==> src/rtl/adder_arb_pkg.sv <==
// Shared types and constants for the round-robin shared-adder arbiter.
package adder_arb_pkg;

    localparam int DATA_W = 8;

    typedef enum logic {EMPTY, FULL} arb_state_t;

    // Index width for n requesters, never narrower than one bit.
    function automatic int unsigned id_width(input int unsigned n);
        return (n > 1) ? $clog2(n) : 1;
    endfunction

endpackage

==> src/rtl/adder_arbiter_if.sv <==
// Requester and response bundle between the execute-stage clients and the arbiter.
interface adder_arbiter_if
    import adder_arb_pkg::*;
#(
    parameter int unsigned N_REQ = 4
);
    localparam int unsigned IDW = id_width(N_REQ);

    logic [N_REQ-1:0]             req_valid;
    logic [N_REQ-1:0]             req_ready;
    logic [N_REQ-1:0][DATA_W-1:0] req_a;
    logic [N_REQ-1:0][DATA_W-1:0] req_b;
    logic                         rsp_valid;
    logic                         rsp_ready;
    logic [IDW-1:0]               rsp_id;
    logic [DATA_W-1:0]            rsp_y;
    logic [15:0]                  op_count;

    modport master (
        output req_valid, req_a, req_b, rsp_ready,
        input  req_ready, rsp_valid, rsp_id, rsp_y, op_count
    );

    modport slave (
        input  req_valid, req_a, req_b, rsp_ready,
        output req_ready, rsp_valid, rsp_id, rsp_y, op_count
    );

endinterface

==> src/rtl/adder_8.sv <==
// The single physical byte adder shared by all requesters; carry is dropped.
module adder_8
    import adder_arb_pkg::*;
(
    input  logic [DATA_W-1:0] a,
    input  logic [DATA_W-1:0] b,
    output logic [DATA_W-1:0] y
);

    assign y = a + b;

endmodule

==> src/rtl/rr_pick.sv <==
// Combinational round-robin priority encoder: first valid at or above rr_ptr, wrapping.
module rr_pick #(
    parameter int unsigned N_REQ = 4,
    parameter int unsigned IDW   = 2
) (
    input  logic [N_REQ-1:0] req_valid,
    input  logic [IDW-1:0]   rr_ptr,
    output logic [N_REQ-1:0] gnt,
    output logic [IDW-1:0]   gnt_idx,
    output logic             gnt_any
);

    always_comb begin
        logic [IDW-1:0] j;
        gnt     = '0;
        gnt_idx = '0;
        gnt_any = 1'b0;
        j       = '0;
        for (int unsigned k = 0; k < N_REQ; k++) begin
            j = IDW'((32'(rr_ptr) + k) % N_REQ);
            if (!gnt_any && req_valid[j]) begin
                gnt[j]  = 1'b1;
                gnt_idx = j;
                gnt_any = 1'b1;
            end
        end
    end

endmodule

==> src/rtl/adder_arbiter.sv <==
// Round-robin arbiter sharing one adder_8 among N_REQ requesters, with a
// single registered, backpressured response slot.
module adder_arbiter
    import adder_arb_pkg::*;
#(
    parameter int unsigned N_REQ = 4
) (
    input  logic            clk,
    input  logic            rst_n,
    adder_arbiter_if.slave  bus
);

    localparam int unsigned IDW = id_width(N_REQ);

    arb_state_t        state_q, state_d;
    logic [IDW-1:0]    rr_ptr_q, rr_ptr_d;
    logic [IDW-1:0]    rsp_id_q;
    logic [DATA_W-1:0] rsp_y_q;
    logic [15:0]       op_count_q;

    logic [N_REQ-1:0]  gnt;
    logic [IDW-1:0]    gnt_idx;
    logic              gnt_any;
    logic [DATA_W-1:0] sum;
    logic              rsp_valid, drain, can_accept, accept;

    rr_pick #(
        .N_REQ (N_REQ),
        .IDW   (IDW)
    ) u_pick (
        .req_valid (bus.req_valid),
        .rr_ptr    (rr_ptr_q),
        .gnt       (gnt),
        .gnt_idx   (gnt_idx),
        .gnt_any   (gnt_any)
    );

    adder_8 u_add (
        .a (bus.req_a[gnt_idx]),
        .b (bus.req_b[gnt_idx]),
        .y (sum)
    );

    always_ff @(posedge clk or negedge rst_n) begin
        if (!rst_n) begin
            state_q <= EMPTY;
        end else begin
            state_q <= state_d;
        end
    end

    always_comb begin
        state_d = state_q;
        unique case (state_q)
            EMPTY: if (accept) state_d = FULL;
            FULL: begin
                if (accept) begin
                    state_d = FULL;
                end else if (drain) begin
                    state_d = EMPTY;
                end
            end
            default: state_d = EMPTY;
        endcase
    end

    // Grants are gated with rst_n so nothing is offered while reset is held.
    always_comb begin
        rsp_valid     = (state_q == FULL);
        drain         = rsp_valid & bus.rsp_ready;
        can_accept    = (state_q == EMPTY) | drain;
        accept        = can_accept & gnt_any & rst_n;
        bus.req_ready = accept ? gnt : '0;
    end

    assign rr_ptr_d = (gnt_idx == IDW'(N_REQ - 1)) ? '0 : gnt_idx + IDW'(1);

    always_ff @(posedge clk or negedge rst_n) begin
        if (!rst_n) begin
            rsp_y_q    <= '0;
            rsp_id_q   <= '0;
            rr_ptr_q   <= '0;
            op_count_q <= '0;
        end else begin
            if (accept) begin
                rsp_y_q  <= sum;
                rsp_id_q <= gnt_idx;
                rr_ptr_q <= rr_ptr_d;
            end
            if (drain) begin
                op_count_q <= op_count_q + 16'd1;
            end
        end
    end

    assign bus.rsp_valid = rsp_valid;
    assign bus.rsp_y     = rsp_y_q;
    assign bus.rsp_id    = rsp_id_q;
    assign bus.op_count  = op_count_q;

endmodule

==> src/flat_wrapper.sv <==
// flat-port wrapper written by rule: the top's interface ports become plain ports
module adder_arbiter_flat import adder_arb_pkg::*;
#(
    parameter int unsigned N_REQ = 4
)
  (clk, rst_n, bus_req_valid, bus_req_a, bus_req_b, bus_rsp_ready, bus_req_ready, bus_rsp_valid, bus_rsp_id, bus_rsp_y, bus_op_count);
  adder_arbiter_if #(.N_REQ(N_REQ)) bus_i ();
  input  logic clk;
  input  logic rst_n;
  input wire logic [$bits(bus_i.req_valid)-1:0] bus_req_valid;
  input wire logic [$bits(bus_i.req_a)-1:0] bus_req_a;
  input wire logic [$bits(bus_i.req_b)-1:0] bus_req_b;
  input wire logic [$bits(bus_i.rsp_ready)-1:0] bus_rsp_ready;
  output wire logic [$bits(bus_i.req_ready)-1:0] bus_req_ready;
  output wire logic [$bits(bus_i.rsp_valid)-1:0] bus_rsp_valid;
  output wire logic [$bits(bus_i.rsp_id)-1:0] bus_rsp_id;
  output wire logic [$bits(bus_i.rsp_y)-1:0] bus_rsp_y;
  output wire logic [$bits(bus_i.op_count)-1:0] bus_op_count;
  assign bus_i.req_valid = bus_req_valid;
  assign bus_i.req_a = bus_req_a;
  assign bus_i.req_b = bus_req_b;
  assign bus_i.rsp_ready = bus_rsp_ready;
  assign bus_req_ready = bus_i.req_ready;
  assign bus_rsp_valid = bus_i.rsp_valid;
  assign bus_rsp_id = bus_i.rsp_id;
  assign bus_rsp_y = bus_i.rsp_y;
  assign bus_op_count = bus_i.op_count;
  adder_arbiter #(.N_REQ(N_REQ)) u_core (.clk(clk), .rst_n(rst_n), .bus(bus_i));
endmodule
==> config.mk <==
export PLATFORM = sky130hd
export DESIGN_NAME = adder_arbiter_flat
export DESIGN_NICKNAME = d
export VERILOG_FILES = /design/src/rtl/adder_arb_pkg.sv /design/src/rtl/adder_arbiter_if.sv /design/src/rtl/adder_8.sv /design/src/rtl/rr_pick.sv /design/src/rtl/adder_arbiter.sv /design/src/flat_wrapper.sv
export SDC_FILE = /design/constraint.sdc
export NUM_CORES = 1
export LEC_CHECK = 0
export CAP_MARGIN = 20
export CORE_MARGIN = 10
export CORE_UTILIZATION = 47
export DETAILED_ROUTE_END_ITERATION = 10
export GPL_TIMING_DRIVEN = 0
export PLACE_DENSITY = 0.92
export SLEW_MARGIN = 20
export SYNTH_ARGS = -nofsm -noshare
export SYNTH_HDL_FRONTEND = slang
export SYNTH_HIERARCHICAL = 1
export SYNTH_SLANG_ARGS = --single-unit
==> constraint.sdc <==
create_clock -name clk -period 6.7 [get_ports clk]
set_input_delay 1.005 -clock clk [delete_from_list [all_inputs] [get_ports clk]]
set_output_delay 1.005 -clock clk [all_outputs]
set_load 0.05 [all_outputs]
# Yosys cells after proc, flatten, opt, wreduce, memory -nomap -nowiden
# Index checks and enable logic that the tools add are counted.
# Widths: inputs -> output; s select.
totals:
  in_bits: 71
  regBits: 29
  wordCells: 77
  output_inout_bits: 31
op_classes:
  add_sub_neg: 6
  order_cmp: 9
  eq_ne: 1
  mux: 38
  reduce_logical: 10
  bitwise: 8
op_table:
  columns: ["op", "count"]
  rows:
  - ["$bmux 8 s2", 2]
  - ["$mux 4", 5]
  - ["$add 16x1->16 const B", 1]
  - ["$mux 8", 2]
  - ["$lt 2x3->1 const B", 5]
  - ["$mux 1", 15]
  - ["$or 4x4->4", 3]
  - ["$mux 2", 5]
  - ["$add 8x8->8", 1]
  - ["$bmux 1 s2", 4]
  - ["$demux 1 s2", 4]
  - ["$ge 2x1->1 const B", 4]
  - ["$logic_and 1x1->1", 7]
  - ["$add 2x1->2 const B", 2]
  - ["$add 2x2->2 const B", 2]
  - ["$and 1x1->1", 3]
  - ["$logic_not 1->1", 3]
  - ["$eq 2x2->1 const B", 1]
  - ["$pmux 1 s2", 1]
  - ["$not 1->1", 1]
  - ["$or 1x1->1", 1]

# Depth between registers and ports, before layout
# Gate-level depths: netlist of the first run.
logic_depth:
  word_depth: 16
  depth_mapped: 18
  depth_no_buf: 14

# Hierarchy
# The synthesis of the first run kept the hierarchy.
by_module_without_submodules:
  columns: ["module", "area_each_um2", "seq_area_each_um2", "instances", "cells_per_inst"]
  rows:
  - ["adder_arbiter", 1654.1, 725.7, 1, 116]
  - ["rr_pick", 421.7, 0.0, 1, 45]
  - ["adder_8", 331.6, 0.0, 1, 42]

# Least setup slack after synthesis of the first run
# OpenSTA, ideal clock, no wires.
synth_path:
  kind: "input to register"
  start: "in bus_req_valid[3]"
  end: "reg u_core.rsp_y_q[6], in the netlist u_core/bus.rsp_y[6]"
  setup_time_ps: 125
  n_path_buf: 3
  setup_slack_ps: 2361
  stages: 13
  t_required_ps: 6575
  arrival_time_ps: 4214
  path_cell_list: "mux4_2 -> clkbuf_1 -> o31ai_1 -> buf_4 -> buf_4 -> mux4_2 -> ha_1 -> inv_1 -> fa_1 -> nor2b_4 -> o311ai_0 -> o311ai_1 -> mux2_2"
synth_via:
  elab_chain_cells: 15
  elab_cells_between_ends: 29
  cone_classes: "add/sub: 1; mux: 20; bitwise: 2; reduce/logical: 6"
synth_lines:
  columns: ["element", "line_no", "rtl"]
  rows:
  - ["from (decl)", "flat_wrapper.sv:10", "input wire logic [$bits(bus_i.req_valid)-1:0] bus_req_valid;"]
  - ["$bmux 1 s2", "rr_pick.sv:21", "if (!gnt_any && req_valid[j]) begin"]
  - ["$mux 1 (not written as such)", "rr_pick.sv:21", null]
  - ["$mux 1", "rr_pick.sv:21", null]
  - ["$logic_not 1->1", "rr_pick.sv:21", null]
  - ["$logic_and 1x1->1", "rr_pick.sv:21", null]
  - ["$mux 1", "rr_pick.sv:21", null]
  - ["$logic_not 1->1", "rr_pick.sv:21", null]
  - ["$logic_and 1x1->1", "rr_pick.sv:21", null]
  - ["$mux 1", "rr_pick.sv:21", null]
  - ["$logic_not 1->1", "rr_pick.sv:21", null]
  - ["$logic_and 1x1->1", "rr_pick.sv:21", null]
  - ["$mux 2 *", "rr_pick.sv:21", null]
  - ["via u_core.gnt_idx[0]", "adder_arbiter.sv:22", "logic [IDW-1:0] gnt_idx;"]
  - ["$bmux 8 s2 (on tied branches)", "adder_arbiter.sv:39, adder_arbiter.sv:40", null]
  - ["$mux 8 (on tied branches)", "adder_arbiter.sv:39, adder_arbiter.sv:40", null]
  - ["$add 8x8->8 *", "adder_8.sv:10", "assign y = a + b;"]
  - ["via u_core.sum[6]", "adder_arbiter.sv:24", "logic [DATA_W-1:0] sum;"]
  - ["to (signal assigned)", "adder_arbiter.sv:86", "rsp_y_q <= sum;"]
  - ["to (decl)", "adder_arbiter.sv:18", "logic [DATA_W-1:0] rsp_y_q;"]
# Mark *: on every way through the listed nets, which the timed path passes. The rest lies on a longest branch. The select of a mux whose other input is x is not followed.
# A chain may end at the register's enable or synchronous reset.

# Worst setup path after layout of the first run
# Ends and elaborated chain as after synthesis.

==> results.py, run 1 <==
metrics = {
    "sta": {
        "report.final.slew_viol_count": 0,
        "fin_ws_ns": 1.775,
        "max-slew-margin-rel_pct": 56.87,
        "clock_skew_ns": 0.002783,
        "post-route-period-util_pct": 73.51,
        "layout_min_cycle_time_ns": 4.925,
        "totalNegativeSetupSlack_ns": 0,
        "worstMarginPinSlew_ns": 0.6470,
        "hold_viol": 0,
        "rsz0062_at_grt": "no",
        "clock.fmax_mhz": 203.0,
        "finalSetupViolCount": 0,
    },
    "floorplanning": {
        "die_area_mm2": 0.008384,
        "die_y_um": 91.57,
        "die_x_um": 91.57,
        "num_rows": 25,
        "start_util_pct": 49.65,
        "ios": 102,
        "core_mm2": 0.004848,
    },
    "cts": {
        "clk_pin_slew_worst_paths_ns": 0.06,
        "cts_tree": "yes",
        "cts_buffers": 5,
        "clk_latency_ns": 0.28,
        "ctsRootBufferMaster": "clkbuf_8",
        "post_cts_resized": 0,
        "clockBufferDepth": 2,
        "post_cts_buffers": 0,
        "cts_hold_buf": 0,
        "cts_max_level": 2,
        "clkSinkCount": 29,
    },
    "placed_design": {
        "routabilityCongestion": 0.8716,
        "detailedPlace.worstSlack_ns": 1.481,
        "portBuffers": 101,
        "place_area_mm2": 0.003497,
        "place_hpwl_mm": 6.518,
    },
    "drt": {
        "routed_wl_mm": 7.742,
        "wire_per_inst_um": 20.43,
        "highest_layer": "met4",
        "dr.pass1.iters": 4,
        "wl_met3_um": 422,
        "drt_iter0_drc": 81,
        "num_vias": 2132,
        "via_per_inst": 5.625,
        "antenna_left": 0,
        "wl_met2_mm": 4.285,
        "met1Wirelength_mm": 2.899,
        "route.detailed.drc": 0,
    },
    "global_routing": {
        "first_global_vias": 2215,
        "grt_antenna_before_repair": 0,
        "grt_max_degree": 31,
        "overflow": 0,
        "track_usage_pct": 18.56,
        "grt_pass1_wl_mm": 12.28,
    },
    "setup_path": {
        "cp_cell_sequence": "clkdlybuf4s50_1 > mux4_2 > clkbuf_1 > o31ai_1 > buf_4 > buf_4 > mux4_2 > ha_1 > inv_1 > fa_1 > nor2b_4 > o311ai_0 > o311ai_1 > mux2_2",
        "rrSetupSlack_ns": 2.16,
        "ff2ff_path_depth": 18,
        "arrival_ns": 5.09,
        "crit_start": "bus_req_valid[3]",
        "required_ns": 6.87,
        "crit_fanout": 10,
        "max_stage_delay_ns": 0.57,
        "worstReg2RegStart": "u_core/rr_ptr_q[0]",
        "r2r_end": "u_core/bus.rsp_y[6]",
        "cp-start-kind": "input pin",
        "crit_path_end_kind": "flop",
        "cp_slowest_cell": "mux4_2",
        "worst-setup-path-type": "in -> reg",
    },
    "synth": {
        "syn_inst": 203,
        "synth_warnings": 6,
        "synthesis.area_mm2": 0.002407,
        "syn_avg_cell_area_um2": 11.86,
        "synth_edf_count": 0,
        "ys_async_sr_fraction_pct": 100.0,
        "syn_nets": 289,
        "synth_cell_types": 48,
        "synth-seq-area-share_pct": 30.15,
        "ys_seq_elements": 29,
        "synth_ff_type": "dfrtp_1",
    },
    "worst_hold_path": {
        "hold_class": "reg -> reg",
        "holdPathStages": 1,
        "hold_path_end": "u_core/bus.op_count[15]",
        "hp-start": "u_core/bus.op_count[15]",
    },
    "power_and_ir_drop": {
        "power_density_mw_per_mm2": 652.6,
        "leakage_nw": 1.450,
        "ir_drop_v": 0.0003554,
    },
    "final_layout": {
        "antenna_cells": 0,
        "final_cell_mix": "clkdlybuf4s50_1 (100), dfrtp_1 (29), mux4_2 (18)",
        "stdcell_area_mm2": 0.003598,
        "final_core_util_pct": 74.22,
        "area_growth_pct": 49.48,
        "fin_nets": 397,
        "drive_gt1_share_pct": 17.95,
        "layout_commonest_cell": "clkdlybuf4s50_1",
    },
    "run": {
        "max-cap-violations": 0,
    },
    "status": {
        "outcome": "complete, no violations",
    },
}
-- layout make-up --
type,instances,area (µm²)
inverter,8,30.03
clock buffer,7,96.34
tap,67,83.83
timing repair buffer,101,1006
buffer,9,73.82
fill,349,1250
multi-input combinational,157,1578
sequential,29,725.7
clock inverter,1,5.005
-- critical path, delay by kind of cell --
kind	cells	cell delay (ns)
buffers and inverters	5	1.33
adders and majority gates	2	0.49
muxes	3	1.38
AOI/OAI and AO/OA	3	0.82
and+or+nand+nor	1	0.07
-- per-stage QoR --
step / hold slack [ns] / instances / power (mW)
3_3_place_gp: 0.4600 / 371 / 2.078
2_1_floorplan: 0.5865 / 203 / 1.722
4_1_cts: 0.4742 / 379 / 2.341
5_1_grt: 0.5115 / 379 / 2.519
6_report: 0.4721 / 379 / 2.348
3_5_place_dp: 0.4661 / 371 / 2.169
-- state kept, by name, indices dropped and copies added, names as in the netlist --
register              cells
u_core/rr_ptr_q           2
u_core/bus.rsp_valid      1
u_core/bus.rsp_id         2
u_core/bus.rsp_y          8
u_core/bus.op_count      16
-- logic make-up after synthesis --
family | count (synthesis) | synth area share, %
compound gates | 35 | 10.08
xor+xnor | 19 | 6.913
fa+ha+maj | 15 | 8.108
buf+inv | 17 | 4.314
flops | 29 | 30.15
mux | 36 | 27.34
simple gates | 52 | 13.10
-- synthesized netlist by cell type (4+ instances only) --
cell	n	area, µm²
nand2_1	9	33.78
o211ai_1	4	30.03
a22oi_1	8	60.06
dfrtp_1	29	725.7
inv_1	8	30.03
o21ai_0	7	35.03
xnor2_1	14	122.6
nand3_1	4	20.02
mux2_4	6	90.09
nor2_1	8	30.03
and2_1	5	31.28
ha_1	14	175.2
a21oi_1	5	25.02
xor2_1	5	43.79
nand2b_1	4	25.02
mux4_2	18	405.4
mux2_2	8	90.09
nand4_1	4	25.02
buf_6	4	45.04
-- layer usage --
metal | vias to the layer above | track usage (%)
met4 | 0 | 5.352
li1 | 992 | -
met3 | 13 | 3.704
met2 | 86 | 34.42
met5 | - | 0
met1 | 1041 | 20.77
-- how the worst max path moves through the flow --
stage / slack, ns / endpoint
CTS: 1.76 / u_core/bus.rsp_y[6]
global route: 1.55 / u_core/bus.rsp_y[6]
finish: 1.78 / u_core/bus.rsp_y[6]
detailed placement: 1.48 / u_core/bus.rsp_y[6]
floorplan: 2.36 / u_core/bus.rsp_y[6]
global placement: 1.59 / u_core/bus.rsp_y[6]
-- where the power goes --
part	switching, mW	internal [mW]
clock network	0.0662	0.0926
registers	0.0595	0.238
logic	1.00	0.891
total	1.13	1.22
Note: power is estimated with default switching activity, not from simulation.
==> run 2, diff against run 1 <==
Settings changed: CORE_UTILIZATION 47 to 39, PLACE_DENSITY 0.92 to 0.82.
Clock period 6.7 ns to 4.1 ns, I/O delays scaled along.
==> results.py, run 2 (synthesis gave the netlist of run 1 again) <==
metrics = {
    "drt": {
        "routed_wl_mm": 7.764,
        "num_vias": 2148,
        "dr.pass1.iters": 4,
        "wire_per_inst_um": 19.46,
        "antenna_left": 0,
        "route.detailed.drc": 0,
        "via_per_inst": 5.383,
        "drt_iter0_drc": 82,
    },
    "setup_path": {
        "cp_slowest_cell": "dfrtp_2",
        "crit_fanout": 10,
        "crit_path_end_kind": "flop",
        "worstReg2RegStart": "u_core/rr_ptr_q[0]",
        "cp_cell_sequence": "buf_8 > inv_2 > ha_4 > mux4_2 > buf_6 > nor4b_4 > nor2_1 > a32o_2 > buf_4 > buf_6 > mux4_2 > ha_4 > inv_1 > fa_2 > nor2b_4 > o31a_1 > o311ai_4 > mux2_4",
        "max_stage_delay_ns": 0.43,
        "arrival_ns": 4.20,
        "worst-setup-path-type": "reg -> reg",
        "cp-start-kind": "flop",
        "required_ns": 4.27,
        "crit_family": "multiplexers",
        "crit_start": "u_core/rr_ptr_q[0]",
        "path_buf_inv": 6,
    },
    "cts": {
        "clkSinkCount": 29,
        "clk_pin_slew_worst_paths_ns": 0.07,
        "clk_latency_ns": 0.28,
        "cts_buffers": 5,
        "clockBufferDepth": 2,
        "cts_max_level": 2,
        "cts_hold_buf": 0,
        "cts_tree": "yes",
        "ctsRootBufferMaster": "clkbuf_8",
    },
    "sta": {
        "clock_skew_ns": 0.006379,
        "max-slew-margin-rel_pct": 54.77,
        "fin_ws_ns": 0.07081,
        "hold_ws_ns": 0.3710,
        "layout_min_cycle_time_ns": 4.029,
        "post-route-period-util_pct": 98.27,
        "finalSetupViolCount": 0,
        "clock.fmax_mhz": 248.2,
        "report.final.slew_viol_count": 0,
        "worstMarginPinSlew_ns": 0.6784,
        "hold_viol": 0,
    },
    "placed_design": {
        "place_area_mm2": 0.003511,
        "routabilityCongestion": 0.8959,
        "place_hpwl_mm": 6.265,
        "detailedPlace.worstSlack_ns": -0.8462,
        "portBuffers": 101,
    },
    "final_layout": {
        "final_cell_mix": "clkdlybuf4s50_1 (96), dfrtp_1 (27), mux4_2 (19)",
        "largest_reg_flops": 16,
        "stdcell_area_mm2": 0.003831,
        "fin_nets": 409,
        "area_growth_pct": 59.15,
        "layout_commonest_cell": "clkdlybuf4s50_1",
        "antenna_cells": 0,
        "drive_gt1_share_pct": 26.54,
    },
    "global_routing": {
        "track_usage_pct": 15.35,
        "grt_max_degree": 31,
        "grt_antenna_before_repair": 0,
        "overflow": 0,
        "first_global_vias": 2227,
        "grt_pass1_wl_mm": 12.01,
    },
    "floorplanning": {
        "die_y_um": 98.57,
        "ios": 102,
        "die_x_um": 98.57,
        "die_area_mm2": 0.009715,
        "num_rows": 28,
        "core_mm2": 0.005956,
        "start_util_pct": 40.42,
    },
    "run": {
        "max-cap-violations": 0,
    },
    "status": {
        "outcome": "complete, no violations",
    },
    "worst_hold_path": {
        "hold_class": "in -> async",
    },
}
==> run 2: cell types whose count changed in the layout (fill, tap and decap cells not counted), moves of 4 or more <==
cell | previous run | this run
buf_4 | 2 | 13
ha_1 | 14 | 9
clkdlybuf4s50_1 | 100 | 96
dlygate4sd2_1 | 0 | 4
ha_4 | 0 | 4
==> run 2: metrics by stage <==
| stage | TNS, ns | utilization, % | std cells |
|---|---|---|---|
| 3_5_place_dp | -3.453 | 58.95 | 379 |
| 2_1_floorplan | 0 | - | 203 |
| 3_3_place_gp | -3.471 | 59.03 | 379 |
| 4_1_cts | 0 | 63.09 | 396 |
| 5_1_grt | -0.02808 | 64.33 | 399 |
| 6_report | 0 | 64.33 | 399 |
==> run 2: path summary, 6_finish.rpt <==
check	to	slack, ns	depth (start not counted)
max reg2reg	u_core/bus.rsp_y[6]	0.07	18
min in group clk	u_core/bus.op_count[15]	0.49	1
max	u_core/bus.rsp_y[6]	0.07	18
min reg2reg	u_core/bus.op_count[15]	0.49	1
min	u_core/bus.op_count[11]	0.37	1
max in group asynchronous	u_core/rr_ptr_q[0]	3.25	1
==> run 2: cell type report <==
| type | instances | area, µm² |
|---|---|---|
| Inverter | 8 | 30.03 |
| Sequential cell | 29 | 728.2 |
| Clock buffer | 5 | 68.82 |
| Fill cell | 490 | 2125 |
| Clock inverter | 3 | 17.52 |
| Multi-Input combinational cell | 157 | 1698 |
| Tap cell | 75 | 93.84 |
| Timing Repair Buffer | 113 | 1095 |
| Buffer | 9 | 100.1 |
==> run 2: timing repair <==
item                                    CTS  global route
resized for setup                        26            10
endpoints found under the setup margin   10             4
setup buffers                             9             3
pin swaps                                 4             5
gates cloned                              0             0
==> run 2: routing by layer <==
| layer | share of wire [%] | global-route usage [%] | wire length (µm) | vias up |
|---|---|---|---|---|
| met1 | 39 | 17.32 | 3020 | 1054 |
| met3 | 5.3 | 2.514 | 409 | 9 |
| met5 | 0 | 0 | 0 | - |
| li1 | - | - | - | 1016 |
| met4 | 1.2 | 5.402 | 94 | 0 |
| met2 | 55 | 28.29 | 4240 | 69 |
Power of run 2 is not shown: default switching activity piles up to over one toggle a cycle in this logic, so the estimate is an artifact.
==> run 3, diff against run 2 <==
Clock period 4.1 ns to 3.35 ns, I/O delays scaled along.
==> results.py, run 3 (synthesis gave the netlist of run 1 again) <==
metrics = {
    "drt": {
        "antenna_left": 0,
        "dr.pass1.iters": 4,
        "via_per_inst": 5.504,
        "wire_per_inst_um": 20.50,
        "drt_iter0_drc": 107,
        "routed_wl_mm": 8.631,
        "num_vias": 2317,
        "route.detailed.drc": 0,
    },
    "final_layout": {
        "area_growth_pct": 72.14,
        "fin_nets": 431,
        "multiInputGateArea_mm2": 0.001770,
        "fillers": 433,
        "layout_commonest_cell": "clkdlybuf4s50_1",
        "largest_reg_flops": 16,
        "antenna_cells": 0,
        "seqCellArea_um2": 726.9,
        "final_cell_mix": "clkdlybuf4s50_1 (92), buf_4 (29), dfrtp_1 (28)",
        "drive_gt1_share_pct": 35.26,
    },
    "global_routing": {
        "first_global_vias": 2444,
        "grt-busiest-layer": "met2",
        "track_usage_pct": 16.31,
        "grt_max_degree": 31,
        "grtUsageMet3_pct": 3.771,
        "overflow": 0,
        "grt_antenna_before_repair": 0,
        "grt_use_met1_pct": 17.18,
        "grt_pass1_wl_mm": 12.93,
        "grt_use_met2_pct": 31.52,
    },
    "cts": {
        "clockBufferDepth": 2,
        "clk_latency_ns": 0.27,
        "cts_buffers": 5,
        "cts_tree": "yes",
        "clk_pin_slew_worst_paths_ns": 0.06,
        "clkSinkCount": 29,
        "cts_hold_buf": 0,
        "cts_max_level": 2,
        "ctsRootBufferMaster": "clkbuf_8",
    },
    "sta": {
        "hold_viol": 0,
        "post-route-period-util_pct": 112.8,
        "hold_ws_ns": 0.2497,
        "layout_min_cycle_time_ns": 3.780,
        "report.final.slew_viol_count": 0,
        "fin_ws_ns": -0.4295,
        "max-slew-margin-rel_pct": 57.00,
        "clock_skew_ns": 0.001419,
        "rsz0062_at_grt": "yes",
        "worstMarginPinSlew_ns": 0.6450,
        "finalSetupViolCount": 10,
        "clock.fmax_mhz": 264.6,
    },
    "floorplanning": {
        "num_rows": 28,
        "core_mm2": 0.005956,
        "ios": 102,
        "start_util_pct": 40.42,
        "die_area_mm2": 0.009715,
        "die_x_um": 98.57,
        "die_y_um": 98.57,
    },
    "setup_path": {
        "crit_fanout": 6,
        "cp_slowest_cell": "mux4_2",
        "path_buf_inv": 5,
        "max_stage_delay_ns": 0.55,
        "worst-setup-path-type": "reg -> reg",
        "crit_family": "multiplexers",
        "arrival_ns": 4.00,
        "crit_path_end_kind": "flop",
        "cp-start-kind": "flop",
        "required_ns": 3.57,
        "cp_cell_sequence": "buf_6 > inv_4 > ha_4 > mux4_2 > and2b_2 > o21ai_2 > o31ai_4 > buf_6 > buf_12 > mux4_2 > ha_4 > inv_2 > fa_2 > nor2b_4 > o31a_1 > o311ai_2 > mux2_4",
    },
    "status": {
        "outcome": "finished with violations",
        "violations": "setup timing",
    },
    "placed_design": {
        "place_hpwl_mm": 6.211,
        "portBuffers": 101,
        "routabilityCongestion": 0.8328,
        "detailedPlace.worstSlack_ns": -1.197,
    },
    "worst_hold_path": {
        "hold_class": "in -> async",
    },
    "run": {
        "max-cap-violations": 0,
    },
}
-- run 3: stage by stage --
stage / util [%] / cells / TNS (ns) / area [µm²]
4_1_cts: 67.82 / 413 / -1.635 / 4039
2_1_floorplan: - / 203 / -2.487 / 2484
3_3_place_gp: 60.25 / 379 / -9.873 / 3588
6_report: 69.58 / 421 / -2.272 / 4144
5_1_grt: 69.58 / 421 / -3.431 / 4144
3_5_place_dp: 60.17 / 379 / -9.200 / 3583
-- run 3: worst paths after layout --
check | startpoint | to | slack (ns) | cells after the start
max | u_core/rr_ptr_q[0] | u_core/bus.rsp_y[6] | -0.43 | 17
min | rst_n | u_core/bus.rsp_y[5] | 0.25 | 1
max reg2reg | u_core/rr_ptr_q[0] | u_core/bus.rsp_y[6] | -0.43 | 17
min reg2reg | u_core/bus.op_count[15] | u_core/bus.op_count[15] | 0.48 | 1
max in group asynchronous | rst_n | u_core/rr_ptr_q[1] | 2.64 | 1
min in group clk | u_core/bus.op_count[15] | u_core/bus.op_count[15] | 0.48 | 1
-- run 3: cell type report --
cell class	count	area share [%]
plain buffers	6	2.023
multi-input cells	157	42.72
inverters	8	0.7850
clock buffers	7	2.083
flip-flops and latches	29	17.54
well taps	75	2.264
clock inverters	1	0.7246
repair buffers	138	31.85
-- run 3: worst reg2reg max path, cell delays in order (launching register included) --
cell,delay [ns]
dfrtp_1,0.39
buf_6,0.15
inv_4,0.04
ha_4,0.27
mux4_2,0.38
and2b_2,0.28
o21ai_2,0.08
o31ai_4,0.08
buf_6,0.15
buf_12,0.12
mux4_2,0.55
ha_4,0.19
inv_2,0.06
fa_2,0.24
nor2b_4,0.07
o31a_1,0.27
o311ai_2,0.24
mux2_4,0.19
-- run 3: what timing repair did --
item	CTS	global route
cloned	1	0
endpoints found under the setup margin	12	11
endpoints found under the hold margin	0	0
buffers inserted	26	11
pin swaps	12	18
gates resized for setup	44	13
-- run 3: per-layer routing --
layer | wire (µm) | vias up
met2 | 4839 | 85
li1 | - | 1060
met4 | 155 | 0
met3 | 469 | 15
met5 | 0 | -
met1 | 3165 | 1157
Power of run 3 is left out for the same reason.
